--- config.mk ---
export PLATFORM = sky130hd
export DESIGN_NAME = cpu6_pipeline_drain_ctrl_flat
export DESIGN_NICKNAME = d
export VERILOG_FILES = /design/src/rtl/cpu6_pipeline_drain_ctrl_pkg.sv /design/src/rtl/cpu6_pipeline_drain_ctrl_if.sv /design/src/rtl/cpu6_pipeline_drain_ctrl_updown_cnt.sv /design/src/rtl/cpu6_pipeline_drain_ctrl.sv /design/src/flat_wrapper.sv
export SDC_FILE = /design/constraint.sdc
export NUM_CORES = 1
export LEC_CHECK = 0
export ABC_AREA = 0
export CAP_MARGIN = 10
export CORE_UTILIZATION = 37
export CTS_BUF_LIST = sky130_fd_sc_hd__clkbuf_16
export DETAILED_ROUTE_END_ITERATION = 10
export REMOVE_ABC_BUFFERS = 1
export SYNTH_ARGS = -nofsm -noshare
export SYNTH_HDL_FRONTEND = slang
export SYNTH_SLANG_ARGS = --single-unit
--- constraint.sdc ---
create_clock -name clk -period 2.4 [get_ports clk]
set_input_delay 0.24 -clock clk [delete_from_list [all_inputs] [get_ports clk]]
set_output_delay 0.24 -clock clk [all_outputs]
set_load 0.05 [all_outputs]
--- src/rtl/cpu6_pipeline_drain_ctrl_pkg.sv ---
// cpu6_pipeline_drain_ctrl_pkg: drain sequencer state encoding, default widths and width helper
package cpu6_pipeline_drain_ctrl_pkg;
    localparam int CPU6_DRAIN_STATE_W = 2;
    localparam int DEF_OUTST_W = 3;
    localparam int DEF_TIMEOUT = 1024;

    typedef enum logic [CPU6_DRAIN_STATE_W-1:0] {
        IDLE   = 2'd0,
        DRAIN  = 2'd1,
        WBWAIT = 2'd2,
        DONE   = 2'd3
    } drain_state_t;

    // Bits needed to hold 0..n; never narrower than one bit so a zero limit still builds.
    function automatic int cnt_w(input int n);
        return (n < 1) ? 1 : $clog2(n + 1);
    endfunction

    localparam int DEF_WD_W = cnt_w(DEF_TIMEOUT);
endpackage

--- src/rtl/cpu6_pipeline_drain_ctrl_if.sv ---
// cpu6_pipeline_drain_ctrl_if: pipeline/LSU handshake bundle between the core and the drain sequencer
interface cpu6_pipeline_drain_ctrl_if
    import cpu6_pipeline_drain_ctrl_pkg::*;
#(
    parameter int OUTST_W = DEF_OUTST_W
);
    logic               empty_pipeline_reqD;
    logic               stall_ext;
    logic               empty_pipeline_reqM;
    logic               flush_req;
    logic               lsu_req_fire;
    logic               lsu_resp_fire;
    logic               stallF;
    logic               stallD;
    logic               flushE;
    logic               drain_busy;
    logic               drain_done;
    logic [OUTST_W-1:0] outst_cnt;
    logic               err_underflow;
    logic               err_timeout;

    modport slave (
        input  empty_pipeline_reqD, stall_ext, empty_pipeline_reqM, flush_req, lsu_req_fire, lsu_resp_fire,
        output stallF, stallD, flushE, drain_busy, drain_done, outst_cnt, err_underflow, err_timeout
    );

    modport master (
        output empty_pipeline_reqD, stall_ext, empty_pipeline_reqM, flush_req, lsu_req_fire, lsu_resp_fire,
        input  stallF, stallD, flushE, drain_busy, drain_done, outst_cnt, err_underflow, err_timeout
    );
endinterface

--- src/rtl/cpu6_pipeline_drain_ctrl_updown_cnt.sv ---
// cpu6_updown_cnt: saturating up/down counter with a sticky underflow flag
module cpu6_updown_cnt #(
    parameter int W = 3
) (
    input  logic         clk,
    input  logic         reset,
    input  logic         inc,
    input  logic         dec,
    output logic [W-1:0] cnt,
    output logic [W-1:0] cnt_next,
    output logic         underflow
);
    localparam logic [W-1:0] MAX = '1;

    // Saturate at both ends; simultaneous inc/dec cancel out.
    always_comb cnt_next = (inc & ~dec) ? ((cnt == MAX) ? cnt : cnt + W'(1)) :
                           (dec & ~inc) ? ((cnt == '0) ? cnt : cnt - W'(1)) : cnt;

    // Count register and sticky flag for a decrement seen at zero.
    always_ff @(posedge clk or negedge reset) begin
        if (!reset) begin
            cnt       <= '0;
            underflow <= 1'b0;
        end else begin
            cnt       <= cnt_next;
            underflow <= underflow | (dec & ~inc & (cnt == '0));
        end
    end
endmodule

--- src/rtl/cpu6_pipeline_drain_ctrl.sv ---
// cpu6_pipeline_drain_ctrl: stalls the front end and drains the pipeline and LSU for a requesting instruction
module cpu6_pipeline_drain_ctrl
    import cpu6_pipeline_drain_ctrl_pkg::*;
#(
    parameter int OUTST_W = DEF_OUTST_W,
    parameter int WB_LAT  = 2,
    parameter int TIMEOUT = DEF_TIMEOUT
) (
    input  logic clk,
    input  logic reset,
    cpu6_pipeline_drain_ctrl_if.slave bus
);
    localparam int WBW = cnt_w(WB_LAT);
    localparam int WDW = cnt_w(TIMEOUT);
    localparam logic [WBW-1:0] WB_INIT = WBW'((WB_LAT > 0) ? WB_LAT - 1 : 0);
    localparam logic [WDW-1:0] WD_LAST = WDW'((TIMEOUT > 0) ? TIMEOUT - 1 : 0);

    drain_state_t       state, state_n;
    logic               seen_m, seen_n;
    logic [WBW-1:0]     wb_cnt, wb_n;
    logic [WDW-1:0]     wd_cnt, wd_n;
    logic               to_set;
    logic               err_timeout;
    logic [OUTST_W-1:0] cnt, cnt_next;
    logic               underflow;

    cpu6_updown_cnt #(.W(OUTST_W)) u_outst (
        .clk       (clk),
        .reset     (reset),
        .inc       (bus.lsu_req_fire),
        .dec       (bus.lsu_resp_fire),
        .cnt       (cnt),
        .cnt_next  (cnt_next),
        .underflow (underflow)
    );

    // Next state: completion uses the post-update LSU count; an abort is only possible before MEM was seen.
    always_comb begin
        state_n = state;
        seen_n  = seen_m;
        wb_n    = wb_cnt;
        wd_n    = '0;
        to_set  = 1'b0;
        unique case (state)
            IDLE: begin
                seen_n = 1'b0;
                if (bus.empty_pipeline_reqD & ~bus.stall_ext & ~bus.flush_req) state_n = DRAIN;
            end
            DRAIN: begin
                seen_n = seen_m | bus.empty_pipeline_reqM;
                wd_n   = wd_cnt + WDW'(1);
                if (bus.flush_req & ~seen_m) begin
                    state_n = IDLE;
                    seen_n  = 1'b0;
                end else if (seen_n && cnt_next == '0) begin
                    state_n = (WB_LAT == 0) ? DONE : WBWAIT;
                    wb_n    = WB_INIT;
                    seen_n  = 1'b0;
                end else if (TIMEOUT != 0 && wd_cnt == WD_LAST) begin
                    state_n = DONE;
                    to_set  = 1'b1;
                    seen_n  = 1'b0;
                end
            end
            WBWAIT: begin
                if (wb_cnt == '0) state_n = DONE;
                else wb_n = wb_cnt - WBW'(1);
            end
            DONE: state_n = IDLE;
        endcase
    end

    // State, MEM-seen latch, writeback and watchdog counters, sticky timeout.
    always_ff @(posedge clk or negedge reset) begin
        if (!reset) begin
            state       <= IDLE;
            seen_m      <= 1'b0;
            wb_cnt      <= '0;
            wd_cnt      <= '0;
            err_timeout <= 1'b0;
        end else begin
            state       <= state_n;
            seen_m      <= seen_n;
            wb_cnt      <= wb_n;
            wd_cnt      <= wd_n;
            err_timeout <= err_timeout | to_set;
        end
    end

    assign bus.stallF        = (state == DRAIN) | (state == WBWAIT);
    assign bus.stallD        = bus.stallF;
    assign bus.flushE        = bus.stallF;
    assign bus.drain_busy    = state != IDLE;
    assign bus.drain_done    = state == DONE;
    assign bus.outst_cnt     = cnt;
    assign bus.err_underflow = underflow;
    assign bus.err_timeout   = err_timeout;
endmodule

--- src/flat_wrapper.sv ---
// flat-port wrapper written by rule: the top's interface ports become plain ports
module cpu6_pipeline_drain_ctrl_flat import cpu6_pipeline_drain_ctrl_pkg::*;
#(
    parameter int OUTST_W = DEF_OUTST_W,
    parameter int WB_LAT  = 2,
    parameter int TIMEOUT = DEF_TIMEOUT
)
  (clk, reset, bus_empty_pipeline_reqD, bus_stall_ext, bus_empty_pipeline_reqM, bus_flush_req, bus_lsu_req_fire, bus_lsu_resp_fire, bus_stallF, bus_stallD, bus_flushE, bus_drain_busy, bus_drain_done, bus_outst_cnt, bus_err_underflow, bus_err_timeout);
  cpu6_pipeline_drain_ctrl_if #(.OUTST_W(OUTST_W)) bus_i ();
  input  logic clk;
  input  logic reset;
  input wire logic [$bits(bus_i.empty_pipeline_reqD)-1:0] bus_empty_pipeline_reqD;
  input wire logic [$bits(bus_i.stall_ext)-1:0] bus_stall_ext;
  input wire logic [$bits(bus_i.empty_pipeline_reqM)-1:0] bus_empty_pipeline_reqM;
  input wire logic [$bits(bus_i.flush_req)-1:0] bus_flush_req;
  input wire logic [$bits(bus_i.lsu_req_fire)-1:0] bus_lsu_req_fire;
  input wire logic [$bits(bus_i.lsu_resp_fire)-1:0] bus_lsu_resp_fire;
  output wire logic [$bits(bus_i.stallF)-1:0] bus_stallF;
  output wire logic [$bits(bus_i.stallD)-1:0] bus_stallD;
  output wire logic [$bits(bus_i.flushE)-1:0] bus_flushE;
  output wire logic [$bits(bus_i.drain_busy)-1:0] bus_drain_busy;
  output wire logic [$bits(bus_i.drain_done)-1:0] bus_drain_done;
  output wire logic [$bits(bus_i.outst_cnt)-1:0] bus_outst_cnt;
  output wire logic [$bits(bus_i.err_underflow)-1:0] bus_err_underflow;
  output wire logic [$bits(bus_i.err_timeout)-1:0] bus_err_timeout;
  assign bus_i.empty_pipeline_reqD = bus_empty_pipeline_reqD;
  assign bus_i.stall_ext = bus_stall_ext;
  assign bus_i.empty_pipeline_reqM = bus_empty_pipeline_reqM;
  assign bus_i.flush_req = bus_flush_req;
  assign bus_i.lsu_req_fire = bus_lsu_req_fire;
  assign bus_i.lsu_resp_fire = bus_lsu_resp_fire;
  assign bus_stallF = bus_i.stallF;
  assign bus_stallD = bus_i.stallD;
  assign bus_flushE = bus_i.flushE;
  assign bus_drain_busy = bus_i.drain_busy;
  assign bus_drain_done = bus_i.drain_done;
  assign bus_outst_cnt = bus_i.outst_cnt;
  assign bus_err_underflow = bus_i.err_underflow;
  assign bus_err_timeout = bus_i.err_timeout;
  cpu6_pipeline_drain_ctrl #(.OUTST_W(OUTST_W), .WB_LAT(WB_LAT), .TIMEOUT(TIMEOUT)) u_core (.clk(clk), .reset(reset), .bus(bus_i));
endmodule
==> flow_metrics.env <==
export IMPL_nFillCells=351
export IMPL_crit_path_start_kind="register"
export IMPL_synthXorXnorAreaFrac=0.0527
export IMPL_gr_total_overflow=0
export IMPL_setup_violations=0
export IMPL_drive_gt1_frac=0.0795
export IMPL_tightestPinTransition_ps=500
export IMPL_grt_start_max_net_pins=22
export IMPL_synth_top_family_by_area="simple AND/OR/NAND/NOR gates"
export IMPL_yosys_warnings=0
export IMPL_synth_mux_area_frac=0.0230
export IMPL_cellLeakagePower_nw=0.732
export IMPL_cap_violations=0
export IMPL_synth_cell_type_count=42
export IMPL_synth_compound_area_share=0.179
export IMPL_port_buffers=17
export IMPL_start_util=0.388
export IMPL_final_common_cell="dfrtp_1"
export IMPL_gp_congestion=0.763
export IMPL_cts_tree="done"
export IMPL_hold_class="primary input to asynchronous set/reset pin"
export IMPL_end_kind="register"
export IMPL_ir_drop_mv=0.723
export IMPL_path_max_fanout=7
export IMPL_worstPathRequired_ps=2520
export IMPL_grt_pass1_wl_mm=4.32
export IMPL_total_power_mw=1.80
export IMPL_clk_latency_ps=250
export IMPL_multiInputGateArea_sq_um=732
export IMPL_yosys_area_share_simple=0.214
export IMPL_row_count=21
export IMPL_drt_initial_drc_count=74
export IMPL_finalWirelength_mm=2.57
export IMPL_tns_ps=0
export IMPL_report_final_slew_viol_count=0
export IMPL_rsz0062_at_grt="yes"
export IMPL_drc=0
export IMPL_viasPerCell=5.16
export IMPL_cts_buffers_inserted=3
export IMPL_cts_root_buf="clkbuf_16"
export IMPL_post_route_period_util=0.931
export IMPL_syn_mean_instance_area_sq_um=9.97
export IMPL_die_area_sq_um=3770
export IMPL_status="finished clean"
export IMPL_drtPass1Iterations=4
export IMPL_dpl_hpwl_mm=1.88
export IMPL_max_freq_mhz=448
export IMPL_vias=1017
export IMPL_fin_util=0.481
export IMPL_clock_sinks=21
export IMPL_die_x_um=61.4
export IMPL_clk_pin_slew_ps=60
export IMPL_die_y_um=61.4
export IMPL_synth_fa_ha_area_frac=0.0862
export IMPL_cts_max_path_buffers=2
export IMPL_period_needed_ps=2230
export IMPL_antenna_left=0
export IMPL_synth_area_sq_um=1310
export IMPL_grt_pass1_vias=1010
export IMPL_post_drt_wl_per_cell_um=13.1
export IMPL_netlist_instances=131
export IMPL_nets=169
export IMPL_synthToLayoutAreaGrowth_pct=23.8
export IMPL_io_pins=18
export IMPL_yosysSeqAreaShare=0.402
export IMPL_path_class="register to register"
export IMPL_clock_skew_ps=2.87
export IMPL_cts_max_level=1
export IMPL_final_seq_area_sq_um=526
export IMPL_antenna_cells=0
export IMPL_maxSlewHeadroom=0.666
export IMPL_layout_common_cells="dfrtp_1, clkdlybuf4s50_1, inv_1"
export IMPL_grt_usage=0.156
export IMPL_finalHoldViolCount=0
export IMPL_power_density_nw_per_um2=1110
export IMPL_rrSetupSlack_ps=170
export IMPL_core_region_area_sq_um=3360
export IMPL_ys_ff_latch=21
export IMPL_cp_arrival_ps=2360
export IMPL_antenna_found_initial=0
cells in the mapped netlist (all sizes together):
cell	number	area, sq um
nor2	4	15.0
a211oi	3	27.5
o21bai	1	7.51
xor2	1	8.76
o22ai	2	18.8
nor4	1	6.26
nand2	7	26.3
nand2b	5	31.3
or2	1	6.26
o41ai	2	25.0
inv	10	37.5
ha	9	113
a21o	2	15.0
a21boi	4	30.0
and3	2	12.5
buf	2	15.0
o311a	2	20.0
or2b	1	7.51
o211a	1	10.0
mux2i	3	30.0
and4	1	8.76
nand3	5	25.0
nor2b	5	31.3
or3b	1	8.76
a31oi	1	6.26
o21a	2	15.0
a21oi	3	15.0
or4	1	7.51
a32o	1	10.0
o21ai	5	25.0
o32ai	1	8.76
and2	8	50.1
nand4	2	12.5
dfrtp	21	526
xnor2	6	60.1
or3	4	30.0
clkbuf	1	3.75
kinds of logic after synthesis:
| group | count (synthesis) |
|---|---|
| xor gates and xnor gates | 7 |
| DFF | 21 |
| muxes | 3 |
| and+or+nand+nor | 48 |
| AOI/OAI and AO/OA | 30 |
| adders and majority gates | 9 |
| buffers and inverters | 13 |
where the power goes:
group	internal [mW]	total, mW	leakage, nW	switching (mW)
logic	0.356	0.934	0.419	0.579
registers	0.437	0.521	0.271	0.0845
clock network	0.222	0.341	0.0423	0.120
sequential cells by signal, indices dropped and copies added (netlist names), named ones only:
| register | count |
|---|---|
| u_core.wb_cnt | 2 |
| u_core.seen_m | 1 |
| u_core.state | 1 |
| u_core.bus.err_timeout | 1 |
| u_core.u_outst.underflow | 1 |
| u_core.u_outst.cnt | 3 |
| u_core.wd_cnt | 11 |
through the flow:
stage          setup WS (ps)  cells  hold WS, ps  cell area, sq um
6_report                 166    197          334              1620
5_1_grt                -17.0    197          365              1620
4_1_cts                 66.9    197          343              1610
3_5_place_dp            75.0    193          455              1530
3_3_place_gp             118    193          446              1530
2_1_floorplan          0.925    128        -55.6              1290
worst max-delay path, stage by stage (launching register included):
cell      delay [ps]
dfrtp_1          420
inv_1            130
ha_1             170
nor2b_1          300
o22ai_1          190
a211oi_4         420
nor4_1           110
or3_1            380
final cells by class:
cell class | instances | area share
clock buffers | 3 | 0.0464
multi-input cells | 97 | 0.453
repair buffers | 19 | 0.115
inverters | 10 | 0.0232
clock inverters | 1 | 0.00232
flip-flops and latches | 21 | 0.325
well taps | 46 | 0.0356
final timing paths:
path	end	cells past startpoint	from
worst max-delay path	u_core.wb_cnt[1]	7	u_core.u_outst.cnt[1]
min in group clk	u_core.wd_cnt[0]	1	u_core.wd_cnt[0]
worst max register to register	u_core.wb_cnt[1]	7	u_core.u_outst.cnt[1]
worst min register to register	u_core.wd_cnt[0]	1	u_core.wd_cnt[0]
worst min-delay path	u_core.wd_cnt[0]	2	reset
max in group asynchronous	u_core.wb_cnt[1]	2	reset
metal layers:
layer / routed length [um] / share of wire / global-route usage / vias up
li1: - / - / - / 502
met1: 1250 / 0.48 / 0.196 / 494
met2: 1210 / 0.47 / 0.267 / 19
met3: 76 / 0.030 / 0.0210 / 2
met4: 35 / 0.014 / 0.0762 / 0
met5: 0 / 0 / 0 / -
repair_timing:
item / 4_1_cts / 5_1_grt
resized for setup: 0 / 1
setup endpoints to repair: 0 / 4
hold buffers: 0 / 0
hold endpoints to repair: 0 / 0
setup buffers: 0 / 0
No activity file was read; power rests on OpenSTA's default activity.
